[src/rtl/equal_comparator_four.sv]
// equal_comparator_four
// Registered equality comparator. A qualified operand pair is compared and the
// result (equal flag, per-bit mismatch mask) is presented one edge later,
// alongside a saturating count of mismatching pairs seen since reset.
// Every output comes straight from a flop; operands are only looked at when
// in_valid is high, so unknown operands on idle cycles never reach the outputs.
module equal_comparator_four #(
    parameter int WIDTH     = 4,
    parameter int CNT_WIDTH = 8
) (
    input  logic                 clk,
    input  logic                 rst_n,
    input  logic                 in_valid,
    input  logic [WIDTH-1:0]     a,
    input  logic [WIDTH-1:0]     b,
    output logic                 equal,
    output logic                 out_valid,
    output logic [WIDTH-1:0]     diff_mask,
    output logic [CNT_WIDTH-1:0] mismatch_cnt
);

    // All-ones value: the counter parks here instead of wrapping.
    localparam logic [CNT_WIDTH-1:0] CNT_MAX = '1;

    logic [WIDTH-1:0]     w_diff;
    logic                 w_equal;
    logic                 w_cnt_inc;

    logic                 r_equal;
    logic                 r_out_valid;
    logic [WIDTH-1:0]     r_diff_mask;
    logic [CNT_WIDTH-1:0] r_mismatch_cnt;

    // Per-bit mismatch: one XOR per operand bit.
    genvar gi;
    generate
        for (gi = 0; gi < WIDTH; gi++) begin : g_bit_diff
            assign w_diff[gi] = a[gi] ^ b[gi];
        end
    endgenerate

    // Operands are equal exactly when no bit differs (full-width, unsigned).
    assign w_equal = ~|w_diff;

    // Count a mismatching pair only while the counter still has headroom.
    assign w_cnt_inc = in_valid && !w_equal && (r_mismatch_cnt != CNT_MAX);

    // Result registers: refreshed on a valid pair, held otherwise.
    always_ff @(posedge clk or negedge rst_n) begin
        if (!rst_n) begin
            r_equal     <= 1'b0;
            r_diff_mask <= '0;
        end else if (in_valid) begin
            r_equal     <= w_equal;
            r_diff_mask <= w_diff;
        end
    end

    // Freshness flag: high for exactly the cycle after each valid pair.
    always_ff @(posedge clk or negedge rst_n) begin
        if (!rst_n) begin
            r_out_valid <= 1'b0;
        end else begin
            r_out_valid <= in_valid;
        end
    end

    // Saturating mismatch counter, cleared only by reset.
    always_ff @(posedge clk or negedge rst_n) begin
        if (!rst_n) begin
            r_mismatch_cnt <= '0;
        end else if (w_cnt_inc) begin
            r_mismatch_cnt <= r_mismatch_cnt + 1'b1;
        end
    end

    assign equal        = r_equal;
    assign out_valid    = r_out_valid;
    assign diff_mask    = r_diff_mask;
    assign mismatch_cnt = r_mismatch_cnt;

endmodule

[config.mk]
export PLATFORM = sky130hd
export DESIGN_NAME = equal_comparator_four
export DESIGN_NICKNAME = d
export VERILOG_FILES = /design/src/rtl/equal_comparator_four.sv
export SDC_FILE = /design/constraint.sdc
export NUM_CORES = 1
export LEC_CHECK = 0
export ABC_AREA = 1
export BUFFER_PORTS_ARGS = -buffer_cell sky130_fd_sc_hd__clkbuf_2
export CAP_MARGIN = 15
export CORE_UTILIZATION = 47
export CTS_BUF_LIST = sky130_fd_sc_hd__clkbuf_8
export DETAILED_ROUTE_END_ITERATION = 16
export PLACE_DENSITY_LB_ADDON = 0.12
export SYNTH_ARGS = -nofsm -noshare
export SYNTH_HDL_FRONTEND = slang
export SYNTH_SLANG_ARGS = --single-unit
export TNS_END_PERCENT = 5
[constraint.sdc]
create_clock -name clk -period 1.3 [get_ports clk]
set_input_delay 0.065 -clock clk [delete_from_list [all_inputs] [get_ports clk]]
set_output_delay 0.065 -clock clk [all_outputs]
set_load 0.1 [all_outputs]
==> After elaboration in Yosys (flattened, before gate mapping) <==
Index checks and enable logic that the tools add are counted.
{ "word_totals": {"input_bits": 11, "elab_cells": 14, "output_inout_bits": 14, "ff_bits": 14} }
{ "op_classes": {"n_eq_ne": 1, "n_bitwise": 4, "add_sub_neg": 1, "reduce_logical": 4} }
{ "op_table": {"columns": ["operator", "count"], "rows": [
  ["$add A8 B1 Y8 const B", 1],
  ["$ne A8 B8 Y1 const B", 1],
  ["$reduce_or A4 Y1", 1],
  ["$xor A1 B1 Y1", 4],
  ["$logic_and A1 B1 Y1", 2],
  ["$logic_not A1 Y1", 1]
]} }

==> Longest topological paths before layout <==
Gate-level depths: netlist of run 1.
{ "logic_depth": {"ltp_word": 4, "depth_mapped": 9, "ltp_nobuf": 9} }

==> Worst setup path after synthesis of run 1 <==
OpenSTA, ideal clock, no wires.
{ "synth_timing": {"kind": "register to register", "start": "reg r_mismatch_cnt[0] (netlist: mismatch_cnt[0])", "end": "reg r_mismatch_cnt[5] (netlist: mismatch_cnt[5])", "arrival_ns": 1.833, "period_less_slack_ns": 1.956, "setup_time_ns": 0.123, "required_time_ns": 1.177, "path_slack_ns": -0.656, "path_stages_with_launch": 9, "n_path_buf": 0, "cell_sequence": "dfrtp_1 > ha_1 > nand2_2 > nor2_4 > nand2_4 > nand2_1 > inv_2 > nand4_1 > nand2_1"} }
{ "synth_between": {"elab_chain_len": 2, "elab_cells_between_ends": 3, "classes_between": "add/sub: 1; eq/ne: 1; reduce/logical: 1"} }
{ "synth_rtl": {"columns": ["element", "line", "source"], "rows": [
  ["start: declaration", "32", "logic [CNT_WIDTH-1:0] r_mismatch_cnt;"],
  ["start signal: assignment", "73", "r_mismatch_cnt <= r_mismatch_cnt + 1'b1;"],
  ["branches (longest 2 deep; another with $add A8 B1 Y8)", null, null]
]} }
Parallel ways; which one is timed is not known.
A chain may end at the register's enable or synchronous reset.

==> Worst setup path in the final report of run 1 <==
Ends and elaborated chain as after synthesis.

==> flow_summary.ini, run 1 <==
[run_status]
status = finished clean

[global_route]
grt_use_total_pct = 22.3
grt_pass1_vias = 794
grt_max_degree = 17
antenna_found_initial = 0
overflow = 0
grt_pass1_wl_um = 3200

[routing]
firstDrtPassIters = 6
wl_per_cell_um = 12.2
drt-total-wl_um = 1940
drc = 0
ant_nets = 0
drt_iter0_drc = 24
vias = 833
vias_per_cell = 5.24

[sta]
max_slew_margin_pct = 64.1
min_period_ns = 1.29
skew_ns = 0.000898
finalSetupViolCount = 0
fmax_mhz = 773
slew_viol_final = 0
post-route-period-util_pct = 99.5
hold_viol = 0
rsz0062_at_grt = yes
tightest_slew_ns = 0.541

[die]
rows = 14
die-width_um = 44.0
core_um2 = 1580
dieArea_um2 = 1930
initial_utilization_pct = 52.5
die_h_um = 44.0
io_pins = 25

[synthesis]
netlist_area_um2 = 828
yosysTopAreaCellShare_pct = 42.3
syn_inst = 110
syn_area_per_cell_um2 = 7.53
synth.largest_area_cell = dfrtp_1
syn_nets = 122
yosys_register_bits = 14
ys_types = 21
yosys-top-cells-area = dfrtp_1 42%, nand2_1 15%, inv_1 7.3%
yosysWarnings = 0
ys_seq_area_share_pct = 42.3

[worst_hold_path]
min-delay-start = a[1]
worstHoldPathType = in -> reg
holdPathEnd = diff_mask[1]$_DFFE_PN0P_
hold-path-cell-count = 3

[power_and_ir_drop]
irDropWorstVdd_uv = 984
p_per_area_nw_per_um2 = 2040
leakage_nw = 0.617

[run]
cap_violations = 0

[cts]
cts_max_level = 1
clock_path_buffers = 2
cts_buffers = 3
cts.clk_slew.worst_paths_ns = 0.06
cts_sinks = 14
clock-root-buffer = clkbuf_8
worstSkewPairLatency_ns = 0.24
cts_tree = yes

[finish]
diodes = 0
final_layout_size_suffix_gt1_share_pct = 42.7
final_nets = 156
area_delta_synth_final_pct = 39.3
stdcell_area_um2 = 1150
layout_common_cells = 33 x nand2_1, 16 x inv_1, 16 x clkbuf_2
final_common_cell = nand2_1
fin_cells = 159

[critical_path]
crit_type = reg -> reg
crit_path_max_fanout = 6
startpoint_type = register
slowest_stage = dfrtp_4
crit_path_max_incr_delay_ns = 0.49
r2r_cells = 9
path_cells = ha_4 -> nand2_4 -> nor2_4 -> nand2_4 -> nand2_2 -> inv_2 -> nand3_2 -> nand2_1 -> nand2_1
arrival_ns = 1.43
reg2reg_from = mismatch_cnt[0]$_DFFE_PN0P_
rrSetupSlack_ns = 0.007
crit_path_end_kind = register
cp.required_ns = 1.43
r2r_end = mismatch_cnt[5]$_DFFE_PN0P_

[placement]
numPlacedInstances = 150
place_congestion = 0.821
placed_cell_area_um2 = 1040
numPortBuffers = 24
hpwl_um = 1400
==> state kept, by name, summed over array words and instances (netlist names) <==
register / count
mismatch_cnt: 8
equal: 1
out_valid: 1
diff_mask: 4
==> power breakdown <==
group	leakage (nW)	switching, mW	internal [mW]
Combinational	0.426	0.935	0.290
Sequential	0.162	0.130	0.574
Clock	0.0288	0.157	0.268
==> stage by stage <==
stage               setup WS [ns]  util, %  TNS [ns]  total power, mW  hold WS [ns]
floorplan                  -0.113        -    -0.793             1.62        -0.231
global placement           0.0214     65.9         0             1.85      -0.00750
detailed placement        -0.0312     65.9    -0.116             1.89       -0.0112
CTS                       -0.0120     71.9   -0.0120             2.34        0.0909
global route              -0.0757     73.2    -0.244             2.45         0.120
finish                    0.00711     73.2         0             2.35        0.0906
==> cells by family (layout without fill, tap and decap cells) <==
| group | after synthesis | count (layout) | synth area share (%) |
|---|---|---|---|
| compound gates | 6 | 6 | 4.68 |
| simple gates | 67 | 67 | 39.9 |
| xor+xnor | 1 | 1 | 1.06 |
| flops | 14 | 14 | 42.3 |
| buf+inv | 21 | 54 | 10.6 |
| fa+ha+maj | 1 | 1 | 1.51 |
==> cell type report <==
cell class                      count  area, um^2
Inverter                           18        67.6
Timing Repair Buffer               32         203
Tap cell                           16        20.0
Multi-Input combinational cell     75         430
Clock buffer                        4        55.1
Fill cell                         121         423
Sequential cell                    14         378
==> worst max path at each step <==
stage	from	endpoint	cells past startpoint
floorplan	mismatch_cnt[1]$_DFFE_PN0P_	mismatch_cnt[5]$_DFFE_PN0P_	9
global placement	mismatch_cnt[1]$_DFFE_PN0P_	mismatch_cnt[6]$_DFFE_PN0P_	7
detailed placement	mismatch_cnt[1]$_DFFE_PN0P_	mismatch_cnt[1]$_DFFE_PN0P_	7
CTS	mismatch_cnt[0]$_DFFE_PN0P_	mismatch_cnt[5]$_DFFE_PN0P_	9
global route	mismatch_cnt[0]$_DFFE_PN0P_	mismatch_cnt[6]$_DFFE_PN0P_	9
finish	mismatch_cnt[0]$_DFFE_PN0P_	mismatch_cnt[5]$_DFFE_PN0P_	9
==> Yosys cell counts (all sizes together) <==
| cell | n |
|---|---|
| nand3b | 1 |
| a31oi | 4 |
| o21ai | 1 |
| buf | 3 |
| xor2 | 1 |
| nand2 | 38 |
| ha | 1 |
| a21oi | 1 |
| inv | 18 |
| nand4 | 9 |
| dfrtp | 14 |
| nor2 | 13 |
| nand3 | 6 |
==> per-layer routing <==
metal | wire, um | vias up | track usage (%)
li1 | - | 417 | -
met3 | 77 | 0 | 4.58
met1 | 865 | 391 | 26.0
met5 | 0 | - | 0
met4 | 0 | 0 | 7.88
met2 | 994 | 25 | 40.3
==> what timing repair did <==
action	4_1_cts	5_1_grt
pin swaps	7	6
resized for setup	1	3
setup endpoints to repair	7	8
hold buffers	1	0
setup buffers	3	1
hold endpoints to repair	14	0
==> critical path, delay by kind of cell, from the launching register on <==
kind | cells | cell delay (ns)
and+or+nand+nor | 7 | 0.45
adders and majority gates | 1 | 0.18
DFF | 1 | 0.49
buffers and inverters | 1 | 0.06
No activity file was read; power rests on OpenSTA's default activity.
==> inputs of run 2 (changes only) <==
--- a/config.mk
+++ b/config.mk
@@ -5,10 +5,9 @@
 export SDC_FILE = /design/constraint.sdc
 export NUM_CORES = 1
 export LEC_CHECK = 0
-export ABC_AREA = 1
 export BUFFER_PORTS_ARGS = -buffer_cell sky130_fd_sc_hd__clkbuf_2
 export CAP_MARGIN = 15
-export CORE_UTILIZATION = 47
+export CORE_UTILIZATION = 44
 export CTS_BUF_LIST = sky130_fd_sc_hd__clkbuf_8
 export DETAILED_ROUTE_END_ITERATION = 16
 export PLACE_DENSITY_LB_ADDON = 0.12
==> run 2 against run 1 <==
Register-to-register slack got worse by 0.07 ns. Power grew 22%. Combinational power rose by 38%. Cell area decreased by 11%. The flow now finishes with violations (negative setup slack). Die area fell by 13%. Count of clock-buffer cells in the layout stayed put. Critical endpoint is now mismatch_cnt[1]$_DFFE_PN0P_. Clock power shrank 2%.
==> flow_summary.ini, run 2 <==
[run_status]
status = finished with violations
violations = negative setup slack

[synthesis]
yosysTopAreaCellShare_pct = 52.4
syn_area_per_cell_um2 = 11.9
ys_seq_area_share_pct = 52.4
yosys-top-cells-area = dfrtp_1 52%, xnor2_1 10%, nand4_1 4.7%
synthFlopType = dfrtp_1
netlist_area_um2 = 668
ys_types = 22
synth.largest_area_cell = dfrtp_1
synth_common_cells = 14 x dfrtp_1, 8 x xnor2_1, 5 x nand4_1, 5 x nor2_1, 4 x a21oi_1
synth_edf_count = 0
yosysMostFrequentCell = dfrtp_1
yosysWarnings = 0
async_flop_share_pct = 100
syn_nets = 68
syn_inst = 56
yosys_register_bits = 14

[placement]
numPortBuffers = 24
placed_cell_area_um2 = 926
numPlacedInstances = 104
place_congestion = 0.740
hpwl_um = 1060

[critical_path]
arrival_ns = 1.49
reg2reg_from = mismatch_cnt[6]$_DFFE_PN0P_
crit_type = reg -> reg
startpoint = mismatch_cnt[6]$_DFFE_PN0P_
cp.required_ns = 1.43
startpoint_type = register
crit_path_end_kind = register
crit_path_max_fanout = 2

[die]
rows = 13
die_h_um = 41.0
io_pins = 25
initial_utilization_pct = 49.5
core_um2 = 1350
dieArea_um2 = 1680
die-width_um = 41.0

[sta]
post-route-period-util_pct = 105
setup_ws_ns = -0.0618
hold_viol = 0
tightest_slew_ns = 0.540
min_period_ns = 1.36
skew_ns = 0.000624
slew_viol_final = 0
finalSetupViolCount = 4
fmax_mhz = 734
rsz0062_at_grt = yes
max_slew_margin_pct = 64.2

[finish]
final_common_cell = buf_4
diodes = 0
stdcell_area_um2 = 1030
fill_cells = 89
area_delta_synth_final_pct = 54.1
largest_reg_flops = 8
final_nets = 107
layout_common_cells = 17 x buf_4, 16 x clkbuf_2, 8 x xnor2_1
final_layout_size_suffix_gt1_share_pct = 62.8
fin_cells = 109

[routing]
drt-total-wl_um = 1590
drt_iter0_drc = 7
firstDrtPassIters = 4
vias_per_cell = 5.19
drc = 0
vias = 566
ant_nets = 0
wl_per_cell_um = 14.5

[cts]
clock_path_buffers = 2
cts_max_level = 1
worstSkewPairLatency_ns = 0.24
cts_tree = yes
cts_buffers = 3
cts_sinks = 14
cts.clk_slew.worst_paths_ns = 0.06
cts_setup_buffers = 0
clock-root-buffer = clkbuf_8

[global_route]
grt_pass1_wl_um = 2520
grt_use_total_pct = 23.6
overflow = 0
grt_pass1_vias = 580
grt_max_degree = 18
antenna_found_initial = 0

[power_and_ir_drop]
pwr-share-seq_pct = 26.1
p_comb_share_pct = 59.4
irDropWorstVdd_uv = 1160
power_mw = 2.86
switching_share_pct = 51.6
p_int_mw = 1.38
power.share.clock_pct = 14.5
p_sw_mw = 1.48
leakage_nw = 0.472
p_per_area_nw_per_um2 = 2780

[run]
cap_violations = 0

[worst_hold_path]
min-delay-start = b[1]
worstHoldPathType = in -> reg
[run 2: through the flow]
| stage | TNS, ns | hold WS [ns] | worst slack [ns] | utilization [%] |
|---|---|---|---|---|
| global route | -0.320 | 0.189 | -0.0878 | 76.3 |
| detailed placement | -0.225 | -0.00890 | -0.0845 | 68.6 |
| floorplan | -1.47 | -0.231 | -0.341 | - |
| global placement | -0.132 | -0.0151 | -0.0552 | 68.6 |
| finish | -0.0967 | 0.169 | -0.0618 | 76.3 |
| CTS | -0.144 | 0.157 | -0.0608 | 75.3 |
[run 2: final cells by class]
class,count,area [um^2],share of cell area [%]
timing repair buffer,35,229,22.2
inverter,1,3.75,0.365
clock buffer,4,55.1,5.35
multi-input combinational,40,348,33.8
tap,15,18.8,1.82
sequential,14,375,36.5
[run 2: kinds of logic after synthesis]
group / count (synthesis) / share of synthesized area [%]
AOI/OAI and AO/OA: 4 / 3.00
DFF: 14 / 52.4
adders and majority gates: 1 / 1.87
muxes: 4 / 7.12
xor gates and xnor gates: 9 / 11.8
and+or+nand+nor: 22 / 22.7
buffers and inverters: 2 / 1.12
[run 2: power by group through the flow]
stage / logic [mW] / clock network (mW) / registers, mW
floorplan: 0.251 / 0 / 1.64
global placement: 1.59 / 0 / 0.716
detailed placement: 1.60 / 0 / 0.727
CTS: 1.67 / 0.429 / 0.738
global route: 1.77 / 0.446 / 0.762
finish: 1.70 / 0.416 / 0.746
[run 2: final timing paths]
kind | slack (ns) | cells past startpoint | end
worst max-delay path | -0.06 | 4 | mismatch_cnt[1]$_DFFE_PN0P_
worst min-delay path | 0.17 | 3 | diff_mask[1]$_DFFE_PN0P_
worst max register to register | -0.06 | 4 | mismatch_cnt[1]$_DFFE_PN0P_
worst min register to register | 0.52 | 2 | diff_mask[3]$_DFFE_PN0P_
max in group asynchronous | 0.75 | 2 | mismatch_cnt[6]$_DFFE_PN0P_
min in group asynchronous | 0.26 | 2 | diff_mask[2]$_DFFE_PN0P_
[run 2: worst max-delay path, cell delays in order (launching register included)]
cell and delay, ns:
dfrtp_4 0.47, and4_4 0.21, nand4_4 0.09, and3_4 0.19, mux2_4 0.29
[run 2: repair_timing]
item / CTS / global route
gates resized for setup: 4 / 4
endpoints found under the hold margin: 14 / 0
hold buffers: 1 / 0
endpoints found under the setup margin: 6 / 8
pin swaps: 4 / 2
[run 2: per-layer routing]
layer	global-route usage [%]	up-vias	share of wire [%]
li1	-	275	-
met1	29.4	274	45
met2	38.3	17	51
met3	5.43	0	3.5
met4	10.8	0	0
met5	0	-	0
